File: src/rtl/rdwr_strobe_sequencer_if.sv
// Request/strobe bundle between the rd/wr strobe sequencer and its requester.
// Pending-count widths follow the queue depths; instantiate with matching parameters.
`timescale 1ns/1ps
interface rdwr_strobe_sequencer_if #(
  parameter int RD_QDEPTH = 4,
  parameter int WR_QDEPTH = 4
);
  logic                           start;
  logic                           rd_req;
  logic                           wr_req;
  logic                           rd;
  logic                           wr;
  logic [$clog2(RD_QDEPTH+1)-1:0] rd_pend;
  logic [$clog2(WR_QDEPTH+1)-1:0] wr_pend;
  logic                           busy;
  logic                           ovf;

  modport master (
    output start, rd_req, wr_req,
    input  rd, wr, rd_pend, wr_pend, busy, ovf
  );

  modport slave (
    input  start, rd_req, wr_req,
    output rd, wr, rd_pend, wr_pend, busy, ovf
  );
endinterface

File: src/rtl/rdwr_strobe_sequencer.sv
// Queues rd/wr request pulses and issues RD_LEN-cycle rd bursts and 1-cycle wr strobes.
// Define RDWR_GAP_EN to insert a 1-cycle GAP state after every rd burst.
`timescale 1ns/1ps
module rdwr_strobe_sequencer #(
  parameter int RD_LEN    = 2,
  parameter int RD_QDEPTH = 4,
  parameter int WR_QDEPTH = 4
) (
  input  logic                  clk,
  input  logic                  rst,
  rdwr_strobe_sequencer_if.slave bus
);

  localparam int RPW = $clog2(RD_QDEPTH + 1);
  localparam int WPW = $clog2(WR_QDEPTH + 1);
  localparam int BCW = $clog2(RD_LEN);
  localparam logic [RPW-1:0] RD_FULL    = RPW'(RD_QDEPTH);
  localparam logic [WPW-1:0] WR_FULL    = WPW'(WR_QDEPTH);
  localparam logic [BCW-1:0] BURST_LAST = BCW'(RD_LEN - 1);

  typedef enum logic [1:0] {
    S_IDLE,
    S_RD,
`ifdef RDWR_GAP_EN
    S_WR,
    S_GAP
`else
    S_WR
`endif
  } state_t;

  state_t         state, state_next;
  logic [BCW-1:0] burst_cnt, burst_cnt_next;
  logic [RPW-1:0] rd_cnt;
  logic [WPW-1:0] wr_cnt;
  logic           rd_grant, wr_grant;
  logic           rd_drop, wr_drop;
  logic           rd_q, wr_q, busy_q, ovf_q;

  // NOTE: every always_comb output gets a default first so no path leaves it unassigned (no latch).
  always_comb begin
    state_next     = state;
    burst_cnt_next = burst_cnt;
    rd_grant       = 1'b0;
    wr_grant       = 1'b0;
    case (state)
      S_IDLE: begin
        burst_cnt_next = '0;
        if (bus.start && rd_cnt != '0) begin
          state_next = S_RD;
          rd_grant   = 1'b1;
        end else if (bus.start && wr_cnt != '0) begin
          state_next = S_WR;
          wr_grant   = 1'b1;
        end
      end
      S_RD: begin
        if (burst_cnt == BURST_LAST) begin
          burst_cnt_next = '0;
`ifdef RDWR_GAP_EN
          state_next     = S_GAP;
`else
          state_next     = S_IDLE;
`endif
        end else begin
          burst_cnt_next = burst_cnt + 1'b1;
        end
      end
      S_WR:    state_next = S_IDLE;
`ifdef RDWR_GAP_EN
      S_GAP:   state_next = S_IDLE;
`endif
      default: state_next = S_IDLE;
    endcase
  end

  // A full queue still accepts a request when a grant frees a slot on the same edge.
  assign rd_drop = bus.rd_req && (rd_cnt == RD_FULL) && !rd_grant;
  assign wr_drop = bus.wr_req && (wr_cnt == WR_FULL) && !wr_grant;

  // NOTE: sequential state uses non-blocking assignments so every flop samples pre-edge values.
  always_ff @(posedge clk or posedge rst) begin
    if (rst) begin
      state     <= S_IDLE;
      burst_cnt <= '0;
      rd_cnt    <= '0;
      wr_cnt    <= '0;
      rd_q      <= 1'b0;
      wr_q      <= 1'b0;
      busy_q    <= 1'b0;
      ovf_q     <= 1'b0;
    end else begin
      state     <= state_next;
      burst_cnt <= burst_cnt_next;

      if (bus.rd_req && !rd_drop && !rd_grant) rd_cnt <= rd_cnt + 1'b1;
      else if (!bus.rd_req && rd_grant)        rd_cnt <= rd_cnt - 1'b1;

      if (bus.wr_req && !wr_drop && !wr_grant) wr_cnt <= wr_cnt + 1'b1;
      else if (!bus.wr_req && wr_grant)        wr_cnt <= wr_cnt - 1'b1;

      // Strobes are flops loaded from the next state, so they are glitch-free.
      rd_q   <= (state_next == S_RD);
      wr_q   <= (state_next == S_WR);
      busy_q <= (state_next != S_IDLE);
      ovf_q  <= rd_drop | wr_drop;
    end
  end

  assign bus.rd      = rd_q;
  assign bus.wr      = wr_q;
  assign bus.busy    = busy_q;
  assign bus.ovf     = ovf_q;
  assign bus.rd_pend = rd_cnt;
  assign bus.wr_pend = wr_cnt;

endmodule

File: src/flat_wrapper.sv
// flat-port wrapper written by rule: the top's interface ports become plain ports
module rdwr_strobe_sequencer_flat 
#(
  parameter int RD_LEN    = 2,
  parameter int RD_QDEPTH = 4,
  parameter int WR_QDEPTH = 4
)
  (clk, rst, bus_start, bus_rd_req, bus_wr_req, bus_rd, bus_wr, bus_rd_pend, bus_wr_pend, bus_busy, bus_ovf);
  rdwr_strobe_sequencer_if #(.RD_QDEPTH(RD_QDEPTH), .WR_QDEPTH(WR_QDEPTH)) bus_i ();
  input  logic clk;
  input  logic rst;
  input wire logic [$bits(bus_i.start)-1:0] bus_start;
  input wire logic [$bits(bus_i.rd_req)-1:0] bus_rd_req;
  input wire logic [$bits(bus_i.wr_req)-1:0] bus_wr_req;
  output wire logic [$bits(bus_i.rd)-1:0] bus_rd;
  output wire logic [$bits(bus_i.wr)-1:0] bus_wr;
  output wire logic [$bits(bus_i.rd_pend)-1:0] bus_rd_pend;
  output wire logic [$bits(bus_i.wr_pend)-1:0] bus_wr_pend;
  output wire logic [$bits(bus_i.busy)-1:0] bus_busy;
  output wire logic [$bits(bus_i.ovf)-1:0] bus_ovf;
  assign bus_i.start = bus_start;
  assign bus_i.rd_req = bus_rd_req;
  assign bus_i.wr_req = bus_wr_req;
  assign bus_rd = bus_i.rd;
  assign bus_wr = bus_i.wr;
  assign bus_rd_pend = bus_i.rd_pend;
  assign bus_wr_pend = bus_i.wr_pend;
  assign bus_busy = bus_i.busy;
  assign bus_ovf = bus_i.ovf;
  rdwr_strobe_sequencer #(.RD_LEN(RD_LEN), .RD_QDEPTH(RD_QDEPTH), .WR_QDEPTH(WR_QDEPTH)) u_core (.clk(clk), .rst(rst), .bus(bus_i));
endmodule
File: config.mk
export PLATFORM = sky130hd
export DESIGN_NAME = rdwr_strobe_sequencer_flat
export DESIGN_NICKNAME = d
export VERILOG_FILES = /design/src/rtl/rdwr_strobe_sequencer_if.sv /design/src/rtl/rdwr_strobe_sequencer.sv /design/src/flat_wrapper.sv
export SDC_FILE = /design/constraint.sdc
export NUM_CORES = 1
export LEC_CHECK = 0
export BUFFER_PORTS_ARGS = -buffer_cell sky130_fd_sc_hd__clkbuf_2
export CAP_MARGIN = 20
export CORE_ASPECT_RATIO = 1.1
export CORE_MARGIN = 3
export CORE_UTILIZATION = 53
export DETAILED_ROUTE_END_ITERATION = 10
export GPL_TIMING_DRIVEN = 0
export MAX_ROUTING_LAYER = met4
export PLACE_DENSITY = 0.76
export SLEW_MARGIN = 15
export SYNTH_ARGS = -nofsm -noshare
export SYNTH_HDL_FRONTEND = slang
export SYNTH_SLANG_ARGS = --single-unit
File: constraint.sdc
create_clock -name clk -period 3.15 [get_ports clk]
set_clock_uncertainty 0.2 [all_clocks]
set_input_delay 0.1575 -clock clk [delete_from_list [all_inputs] [get_ports clk]]
set_output_delay 0.1575 -clock clk [all_outputs]
set_load 0.02 [all_outputs]
==> impl_metrics.yaml, run 1 <==
run_status:
  status: "completed"
routing:
  drcViolationCount: 0
  initialDrtViolationCount: 24
  drt-pass1-iter-count: 4
  vias_per_cell: 5.71
  drt_wl_total_um: 1560
  ant_nets: 0
  vias: 708
  wl_per_cell_um: 12.6
synthesis:
  syn_avg_cell_area_um2: 9.22
  synth-seq-cells: 13
  synth-edff-count: 0
  yosys.cell_count.top_type: "dfrtp_1"
  synth_cell_types: 35
  ys_seq_area_share_pct: 39.2
  synth_top_cell_by_area: "dfrtp_1"
  netlist_area_um2: 830
  ys_top_cells_by_area: "dfrtp_1 39%, nor2_1 5.0%, fa_1 4.8%"
  synth_ff_type: "dfrtp_1"
  synth_top_cell_area_share_pct: 39.2
  synth_commonest_cells: "13 x dfrtp_1, 11 x nor2_1, 9 x nand2_1"
  async_reset_ff_share_pct: 100
  syn-num-nets: 97
  ys.warnings.count: 0
  syn_inst: 90
hold_path:
  min_to: "u_core.bus.busy"
  hp-class: "input port to register"
  hold_depth: 4
  min_from: "bus_start"
layout:
  n_antenna_cell: 0
  fin_cells: 124
  fill_cells: 111
  multiInputGateArea_um2: 472
  synthToLayoutAreaGrowth_pct: 14.8
  finish.utilization_pct: 67.1
  nNetsFinal: 116
  drive_above_1_share_pct: 24.1
  seq_area_um2: 325
die:
  core_mm2: 0.00142
  die-width_um: 43.7
  pin_count: 15
  die_area_mm2: 0.00208
  die_y_um: 47.5
  rows: 14
  initial_core_util_pct: 58.5
timing:
  hold_viol: 0
  timing.final.crit_share_pct: 80.4
  tightest_slew_ns: 0.581
  fmax_mhz: 395
  setup_viol: 0
  hold_slack_ns: 0.102
  fin_tns_setup_ns: 0
  slew-limit-headroom_pct: 61.0
  slew_violations: 0
  rsz0062_at_grt: "no"
  period_needed_ns: 2.53
critical_path:
  r2r-end: "u_core.bus.wr_pend[1]"
  cp_num_buf_inv: 0
  required_ns: 3.13
  cpPeakStageDelay_ns: 0.55
  path_delay_family: "simple AND/OR/NAND/NOR gates"
  crit_chain: "or3_1, nor2_8, nor2_1, o21ai_1, fa_1, o21ai_0, nor3_1, o2bb2a_4"
  crit_slowest_cell: "or3_1"
  path_class: "register to register"
  rr_worst_depth: 8
  r2r-start: "u_core.bus.rd_pend[1]"
  crit_path_start_kind: "register"
  path_max_fanout: 9
  cp.arrival_ns: 2.52
  reg2reg_setup_slack_ns: 0.62
  worst_setup_path_end_kind: "register"
grt:
  grt_pass1_vias: 618
  grt_overflow: 0
  grt_use_total_pct: 17.7
  grt_pass1_wl_um: 2580
  grt_max_degree: 14
  antenna_found_initial: 0
pwr:
  vdd_ir_drop_max_mv: 0.611
  p_leak_nw: 0.451
  powerDensity_mw_per_mm2: 1110
clocking:
  cts.sink_count: 13
  cts_root_buffer: "clkbuf_4"
  htree_levels: 1
  tritoncts: "yes"
  ctsResizeCount: 0
  worstSkewPairLatency_ns: 0.28
  cts.path.max_buffers: 2
  cts_made_buffers: 3
  clk_pin_slew_worst_paths_ns: 0.08
place:
  gp_congestion: 0.773
  port_buffers: 13
  place_inst: 119
  dpl.hpwl_um: 1110
flow_run:
  cap_violations: 0
## placed cells by master (no fill, tap or decap), types with 2 or more instances in the layout
| cell | synthesis | layout |
|---|---|---|
| clkbuf_2 | 0 | 13 |
| dfrtp_1 | 13 | 13 |
| nor2_1 | 11 | 11 |
| nand2_1 | 9 | 9 |
| a21oi_1 | 6 | 6 |
| nor3_1 | 6 | 6 |
| a31oi_1 | 3 | 3 |
| and3_1 | 3 | 3 |
| nor2b_1 | 3 | 3 |
| clkbuf_4 | 0 | 3 |
| buf_2 | 2 | 2 |
| xor2_1 | 2 | 2 |
| o221ai_1 | 2 | 2 |
| or2_2 | 2 | 2 |
| nand3_1 | 2 | 2 |
| o21ai_1 | 2 | 2 |
| o21ai_0 | 2 | 2 |
| inv_1 | 2 | 2 |
| fa_1 | 2 | 2 |
## layout make-up
type	instances	share of cell area, %
Clock buffer	3	2.37
Sequential cell	13	34.2
Buffer	4	2.63
Timing Repair Buffer	14	7.88
Tap cell	16	2.10
Inverter	2	0.788
Clock inverter	1	0.526
Multi-Input combinational cell	71	49.5
## report_power, final
part | switching (mW) | total, mW | internal [mW]
Clock | 0.0608 | 0.108 | 0.0472
Sequential | 0.115 | 0.360 | 0.245
Combinational | 0.333 | 0.591 | 0.258
Total | 0.509 | 1.06 | 0.550
## routing by layer
metal	GRT usage, %	vias to the layer above	routed length [um]
met1	20.1	319	692
met4	10.2	0	36
met3	4.14	5	84
met2	28.8	22	744
li1	-	362	-
met5	-	-	0
## worst reg2reg max path, stage by stage (launching register included)
cell	delay, ns
dfrtp_1	0.48
or3_1	0.55
nor2_8	0.17
nor2_1	0.07
o21ai_1	0.14
fa_1	0.44
o21ai_0	0.09
nor3_1	0.09
o2bb2a_4	0.21
## through the flow
step | power (mW) | worst slack [ns] | cell area, um^2
global route | 1.15 | 0.455 | 952
CTS | 1.06 | 0.625 | 952
finish | 1.06 | 0.619 | 952
global placement | 0.940 | 0.643 | 915
detailed placement | 0.953 | 0.642 | 915
floorplan | 0.812 | 0.661 | 830
## what timing repair did
item                                   in CTS  in global routing
endpoints found under the hold margin      13                  0
hold buffers                                1                  0
setup buffers                               0                  0
## registers in the layout, summed over array words and instances, names as in the netlist
register            cells
u_core.bus.ovf          1
u_core.bus.rd           1
u_core.bus.busy         1
u_core.bus.wr           1
u_core.bus.wr_pend      3
u_core.state            2
u_core.burst_cnt        1
u_core.bus.rd_pend      3
## worst max-delay path by stage
stage,start,to,slack [ns],depth (start not counted)
5_1_grt,u_core.bus.rd_pend[1],u_core.bus.wr_pend[1],0.45,8
3_3_place_gp,u_core.bus.rd_pend[1],u_core.bus.wr_pend[1],0.64,8
2_1_floorplan,u_core.bus.rd_pend[1],u_core.bus.wr_pend[1],0.66,8
6_report,u_core.bus.rd_pend[1],u_core.bus.wr_pend[1],0.62,8
4_1_cts,u_core.bus.rd_pend[1],u_core.bus.wr_pend[1],0.63,8
3_5_place_dp,u_core.bus.rd_pend[1],u_core.bus.wr_pend[1],0.64,8
## kinds of logic after synthesis
logic type | after synthesis | synth area share [%]
buf+inv | 6 | 3.92
xor+xnor | 4 | 5.13
flops | 13 | 39.2
fa+ha+maj | 2 | 4.83
simple gates | 42 | 27.2
compound gates | 23 | 19.8
(Power assumes the default switching activity.)
==> run 2, diff against run 1 <==
--- a/config.mk
+++ b/config.mk
@@ -5,15 +5,16 @@
 export SDC_FILE = /design/constraint.sdc
 export NUM_CORES = 1
 export LEC_CHECK = 0
+export ABC_AREA = 1
 export BUFFER_PORTS_ARGS = -buffer_cell sky130_fd_sc_hd__clkbuf_2
 export CAP_MARGIN = 20
 export CORE_ASPECT_RATIO = 1.1
 export CORE_MARGIN = 3
-export CORE_UTILIZATION = 53
+export CORE_UTILIZATION = 46
 export DETAILED_ROUTE_END_ITERATION = 10
 export GPL_TIMING_DRIVEN = 0
 export MAX_ROUTING_LAYER = met4
-export PLACE_DENSITY = 0.76
+export PLACE_DENSITY = 0.72
 export SLEW_MARGIN = 15
 export SYNTH_ARGS = -nofsm -noshare
 export SYNTH_HDL_FRONTEND = slang
==> constraint.sdc (replaced) <==
create_clock -name clk -period 2 [get_ports clk]
set_clock_uncertainty 0.2 [all_clocks]
set_input_delay 0.1 -clock clk [delete_from_list [all_inputs] [get_ports clk]]
set_output_delay 0.1 -clock clk [all_outputs]
set_load 0.02 [all_outputs]
==> run 2 against run 1 <==
  * Critical path depth grew 2
  * Critical endpoint is now u_core.bus.wr_pend[2]
  * Final area down 3.2%
  * Non-clock buffer count grew 6
  * Area after synthesis fell by 17%
  * Flip-flop and latch count stayed put
  * Highest routed layer unchanged
  * Clock power rose by 47%
  * Sequential power increased by 42%
  * Routed wire length shrank 12%
==> impl_metrics.yaml, run 2 <==
critical_path:
  rr_worst_depth: 10
  path_max_fanout: 5
  path_class: "register to register"
  r2r-start: "u_core.bus.wr_pend[1]"
  cp.arrival_ns: 1.91
  critPathLaunch: "u_core.bus.wr_pend[1]"
  worst_setup_path_end_kind: "register"
  crit_path_start_kind: "register"
  required_ns: 2.01
pwr:
  powerDensity_mw_per_mm2: 1730
  swShare_pct: 46.5
  p_total_mw: 1.60
  seq_power_share_pct: 32.1
  p_int_mw: 0.854
  vdd_ir_drop_max_mv: 0.810
  p_leak_nw: 0.510
  switchingPower_mw: 0.743
  p_comb_share_pct: 57.9
  p_clk_share_pct: 10.0
place:
  dpl.hpwl_um: 953
  port_buffers: 14
  gp_congestion: 0.763
  place_inst: 107
synthesis:
  synth_commonest_cells: "18 x nand2_1, 13 x dfrtp_1, 12 x inv_1"
  ys.warnings.count: 0
  netlist_area_um2: 689
  synth-edff-count: 0
  synth_top_cell_area_share_pct: 47.2
  async_reset_ff_share_pct: 100
  ys_top_cells_by_area: "dfrtp_1 47%, nand2_1 9.8%, nand3_1 6.5%"
  synth_cell_types: 20
  yosys.cell_count.top_type: "nand2_1"
  ys_seq_area_share_pct: 47.2
  syn_inst: 77
  syn_avg_cell_area_um2: 8.95
  syn-num-nets: 84
  synth_top_cell_by_area: "dfrtp_1"
  synth_ff_type: "dfrtp_1"
  synth-seq-cells: 13
timing:
  tightest_slew_ns: 0.477
  fmax_mhz: 528
  hold_viol: 0
  hold_slack_ns: 0.0321
  period_needed_ns: 1.89
  setup_viol: 0
  timing.final.crit_share_pct: 94.6
  slew-limit-headroom_pct: 68.1
  slew_violations: 0
layout:
  layout_common_cells: "17 x nand2_1, 14 x clkbuf_2, 12 x inv_1, 9 x dfrtp_1, 8 x nand3_1"
  fin_cells: 121
  final_common_cell: "nand2_1"
  synthToLayoutAreaGrowth_pct: 33.8
  finish.utilization_pct: 66.6
  fill_cells: 116
  nNetsFinal: 113
  n_antenna_cell: 0
  drive_above_1_share_pct: 42.9
clocking:
  cts_made_buffers: 3
  clk_pin_slew_worst_paths_ns: 0.08
  worstSkewPairLatency_ns: 0.27
  cts.path.max_buffers: 2
  cts.sink_count: 13
  cts_root_buffer: "clkbuf_4"
  tritoncts: "yes"
  htree_levels: 1
routing:
  drcViolationCount: 0
  drt_wl_total_um: 1360
  ant_nets: 0
  vias: 588
  drt-pass1-iter-count: 4
  initialDrtViolationCount: 8
  wl_per_cell_um: 11.3
  vias_per_cell: 4.86
die:
  rows: 14
  die-width_um: 42.9
  die_area_mm2: 0.00200
  die_y_um: 46.6
  core_mm2: 0.00138
  pin_count: 15
  initial_core_util_pct: 49.8
grt:
  grt_use_total_pct: 15.5
  antenna_found_initial: 0
  grt_pass1_vias: 534
  grt_max_degree: 14
  grt_overflow: 0
  grt_pass1_wl_um: 2170
run_status:
  status: "completed"
hold_path:
  min_from: "bus_start"
  hold_depth: 4
  hp-class: "input port to register"
flow_run:
  cap_violations: 0
run 2: cell type report:
cell class | instances | area, um^2 | area share (%)
clock buffer | 3 | 22.5 | 2.44
multi-input combinational | 51 | 343 | 37.2
inverter | 13 | 48.8 | 5.29
timing repair buffer | 24 | 153 | 16.6
clock inverter | 1 | 5.00 | 0.543
tap | 16 | 20.0 | 2.17
sequential | 13 | 330 | 35.8
run 2: logic make-up after synthesis:
group	count (synthesis)	synth area share, %
and+or+nand+nor	43	33.2
buffers and inverters	13	7.08
DFF	13	47.2
AOI/OAI and AO/OA	4	3.08
xor gates and xnor gates	2	3.63
adders and majority gates	2	5.81
run 2: path summary, 6_finish.rpt:
| path | to | slack, ns |
|---|---|---|
| setup / recovery | u_core.bus.wr_pend[2] | 0.11 |
| hold / removal | u_core.bus.wr | 0.03 |
| setup reg to reg | u_core.bus.wr_pend[2] | 0.11 |
| hold reg to reg | u_core.burst_cnt | 0.35 |
| max in group asynchronous | u_core.bus.wr_pend[1] | 1.08 |
| min in group asynchronous | u_core.burst_cnt | 0.17 |
run 2: power groups by stage:
| stage | clock (mW) | sequential, mW | combinational [mW] |
|---|---|---|---|
| global route | 0.177 | 0.529 | 1.04 |
| finish | 0.159 | 0.513 | 0.925 |
| detailed placement | 0 | 0.521 | 0.759 |
| global placement | 0 | 0.515 | 0.732 |
| CTS | 0.164 | 0.512 | 0.797 |
| floorplan | 0 | 0.625 | 0.452 |
run 2: worst max-delay path, cell delays in order, from the launching register on:
cell and delay (ns):
dfrtp_2 0.46, nor2_4 0.11, nand2_1 0.11, nand3_4 0.13
nand2_2 0.08, fa_2 0.37, inv_1 0.09, nand4_1 0.10
nand3_1 0.10, nand2_1 0.05, inv_1 0.04
run 2: layer usage:
layer  vias to the layer above  wire length, um  track usage (%)
li1                        296                -                -
met1                       276              548             17.1
met2                        14              734             25.7
met3                         2               67             3.52
met4                         0               14             9.32
met5                         -                0                -
run 2: timing repair:
item / CTS / global route
hold endpoints to repair: 14 / 0
setup buffers: 1 / 6
hold buffers: 3 / 0
endpoints found under the setup margin: 2 / 3
resized for setup: 3 / 8
cloned: 0 / 0
pin swaps: 0 / 0
run 2: per-stage QoR:
stage | cell area, um^2 | TNS, ns | setup WS (ns)
after global routing | 922 | -0.0315 | -0.0315
after global placement | 779 | -0.000310 | -0.000310
final | 922 | 0 | 0.108
after floorplan | 689 | 0 | 0.0195
after detailed placement | 779 | -0.0492 | -0.0492
after CTS | 850 | 0 | 0.0192
==> run 3, diff against run 2 <==
--- a/config.mk
+++ b/config.mk
@@ -5,16 +5,15 @@
 export SDC_FILE = /design/constraint.sdc
 export NUM_CORES = 1
 export LEC_CHECK = 0
-export ABC_AREA = 1
 export BUFFER_PORTS_ARGS = -buffer_cell sky130_fd_sc_hd__clkbuf_2
 export CAP_MARGIN = 20
 export CORE_ASPECT_RATIO = 1.1
 export CORE_MARGIN = 3
-export CORE_UTILIZATION = 46
+export CORE_UTILIZATION = 48
 export DETAILED_ROUTE_END_ITERATION = 10
 export GPL_TIMING_DRIVEN = 0
 export MAX_ROUTING_LAYER = met4
-export PLACE_DENSITY = 0.72
+export PLACE_DENSITY = 0.73
 export SLEW_MARGIN = 15
 export SYNTH_ARGS = -nofsm -noshare
 export SYNTH_HDL_FRONTEND = slang
==> constraint.sdc (replaced) <==
create_clock -name clk -period 1.7 [get_ports clk]
set_clock_uncertainty 0.2 [all_clocks]
set_input_delay 0.17 -clock clk [delete_from_list [all_inputs] [get_ports clk]]
set_output_delay 0.17 -clock clk [all_outputs]
set_load 0.02 [all_outputs]
==> run 3 against run 2 <==
  * The run now ends with negative setup slack left
  * Fmax is 16% lower
  * Flip-flop and latch count stayed put
  * Clock-buffer cell count is 1 higher
  * Sequential power is 21% higher
==> impl_metrics.yaml, run 3 (same netlist as run 1, synthesis figures left out) <==
run_status:
  status: "complete, but fails checks"
  failed_checks: "negative setup slack"
pwr:
  vdd_ir_drop_max_mv: 1.00
  p_leak_nw: 0.515
  powerDensity_mw_per_mm2: 2080
grt:
  grt_pass1_vias: 757
  antenna_found_initial: 0
  grt_max_degree: 14
  grt_overflow: 0
  grt_use_total_pct: 19.2
  grt_pass1_wl_um: 3190
layout:
  fill_cells: 116
  synthToLayoutAreaGrowth_pct: 34.4
  drive_above_1_share_pct: 44.2
  n_antenna_cell: 0
  layout_common_cells: "13 x clkbuf_2, 11 x buf_4, 9 x nor2_1, 9 x nand2_1, 8 x dfrtp_1"
  seq_area_um2: 332
  nNetsFinal: 128
  final_common_cell: "clkbuf_2"
  finish.utilization_pct: 69.9
  multiInputGateArea_um2: 528
routing:
  drt_wl_total_um: 1900
  wl_per_cell_um: 13.8
  drcViolationCount: 0
  initialDrtViolationCount: 12
  drt-pass1-iter-count: 4
  ant_nets: 0
  vias: 809
  vias_per_cell: 5.91
timing:
  period_needed_ns: 2.26
  tightest_slew_ns: 0.480
  rsz0062_at_grt: "yes"
  fmax_mhz: 442
  setup_viol: 6
  finalWorstSetupSlack_ns: -0.565
  hold_slack_ns: 0.121
  hold_viol: 0
  slew_violations: 0
  slew-limit-headroom_pct: 68.0
  timing.final.crit_share_pct: 133
clocking:
  cts_made_buffers: 3
  cts_root_buffer: "clkbuf_4"
  worstSkewPairLatency_ns: 0.28
  htree_levels: 1
  clk_pin_slew_worst_paths_ns: 0.08
  tritoncts: "yes"
  cts.sink_count: 13
  cts.path.max_buffers: 2
die:
  core_mm2: 0.00160
  rows: 15
  die_area_mm2: 0.00226
  pin_count: 15
  die_y_um: 49.6
  initial_core_util_pct: 52.0
  die-width_um: 45.6
critical_path:
  cp_num_buf_inv: 0
  cp.arrival_ns: 2.23
  path_class: "register to register"
  cpPeakStageDelay_ns: 0.43
  path_delay_family: "simple AND/OR/NAND/NOR gates"
  worst_setup_path_end_kind: "register"
  reg2reg_setup_slack_ns: -0.56
  required_ns: 1.67
  crit_slowest_cell: "or3_4"
  path_max_fanout: 2
  crit_chain: "or3_4, nor2_8, nor2_1, o21ai_2, fa_1, o21ai_1, nor3_1, o2bb2a_4"
  crit_path_start_kind: "register"
flow_run:
  cap_violations: 0
place:
  gp_congestion: 0.803
  dpl.hpwl_um: 1160
  port_buffers: 13
hold_path:
  hp-class: "input port to register"
-- run 3: cell count changes in the layout (fill, tap and decap cells not counted), sizes merged, moves of 3 or more --
| cell | delta |
|---|---|
| nor3 | +6 |
| nand3 | -7 |
| nor2b | +3 |
| a31oi | +3 |
| and3 | +3 |
| a21oi | +5 |
| buf | +8 |
| nand2 | -15 |
| nor2 | +7 |
| inv | -11 |
-- run 3: stage by stage --
| step | setup WS (ns) | setup TNS, ns | total power [mW] | instances | cell area (um^2) |
|---|---|---|---|---|---|
| 2_1_floorplan | -0.651 | -2.19 | 1.54 | 90 | 843 |
| 3_3_place_gp | -0.690 | -2.53 | 1.78 | 120 | 930 |
| 3_5_place_dp | -0.710 | -2.71 | 1.82 | 120 | 930 |
| 4_1_cts | -0.614 | -2.67 | 2.24 | 140 | 1120 |
| 5_1_grt | -0.632 | -2.81 | 2.52 | 137 | 1110 |
| 6_report | -0.565 | -2.10 | 2.32 | 137 | 1110 |
-- run 3: metal layers --
metal | vias up | wire (um) | GRT usage, %
li1 | 383 | - | -
met1 | 399 | 870 | 25.2
met2 | 23 | 941 | 29.1
met3 | 4 | 63 | 1.46
met4 | 0 | 21 | 9.76
met5 | - | 0 | -
-- run 3: final timing paths --
| check | startpoint | to | depth (start not counted) |
|---|---|---|---|
| max | u_core.bus.rd_pend[0] | u_core.bus.wr_pend[1] | 8 |
| min | bus_start | u_core.bus.busy | 4 |
| max reg2reg | u_core.bus.rd_pend[0] | u_core.bus.wr_pend[1] | 8 |
| min reg2reg | u_core.burst_cnt | u_core.burst_cnt | 2 |
| max in group asynchronous | rst | u_core.bus.wr_pend[1] | 3 |
| min in group asynchronous | rst | u_core.bus.ovf | 3 |
-- run 3: area by class of cell --
cell class                 count  area share [%]
multi-input combinational     71            47.4
sequential                    13            29.7
timing repair buffer          27            16.2
clock buffer                   4            2.36
tap                           17            1.91
buffer                         3            1.80
inverter                       2           0.673
-- run 3: timing repair --
action	4_1_cts	5_1_grt
pin swaps	6	10
endpoints found under the hold margin	13	0
hold buffers	1	0
buffers inserted	15	4
resized for setup	11	11
setup endpoints to repair	6	7
-- run 3: report_power, final --
part	total (mW)	internal [mW]	switching [mW]
Sequential	0.622	0.465	0.157
Clock	0.192	0.0910	0.101
Combinational	1.50	0.684	0.820
-- run 3: tightest hold or removal path: cells and delay by family --
| family | cells | cell delay, ns |
|---|---|---|
| buffers and inverters | 1 | 0.09 |
| AO/OA/AOI/OAI | 1 | 0.12 |
| AND/OR/NAND/NOR | 2 | 0.18 |
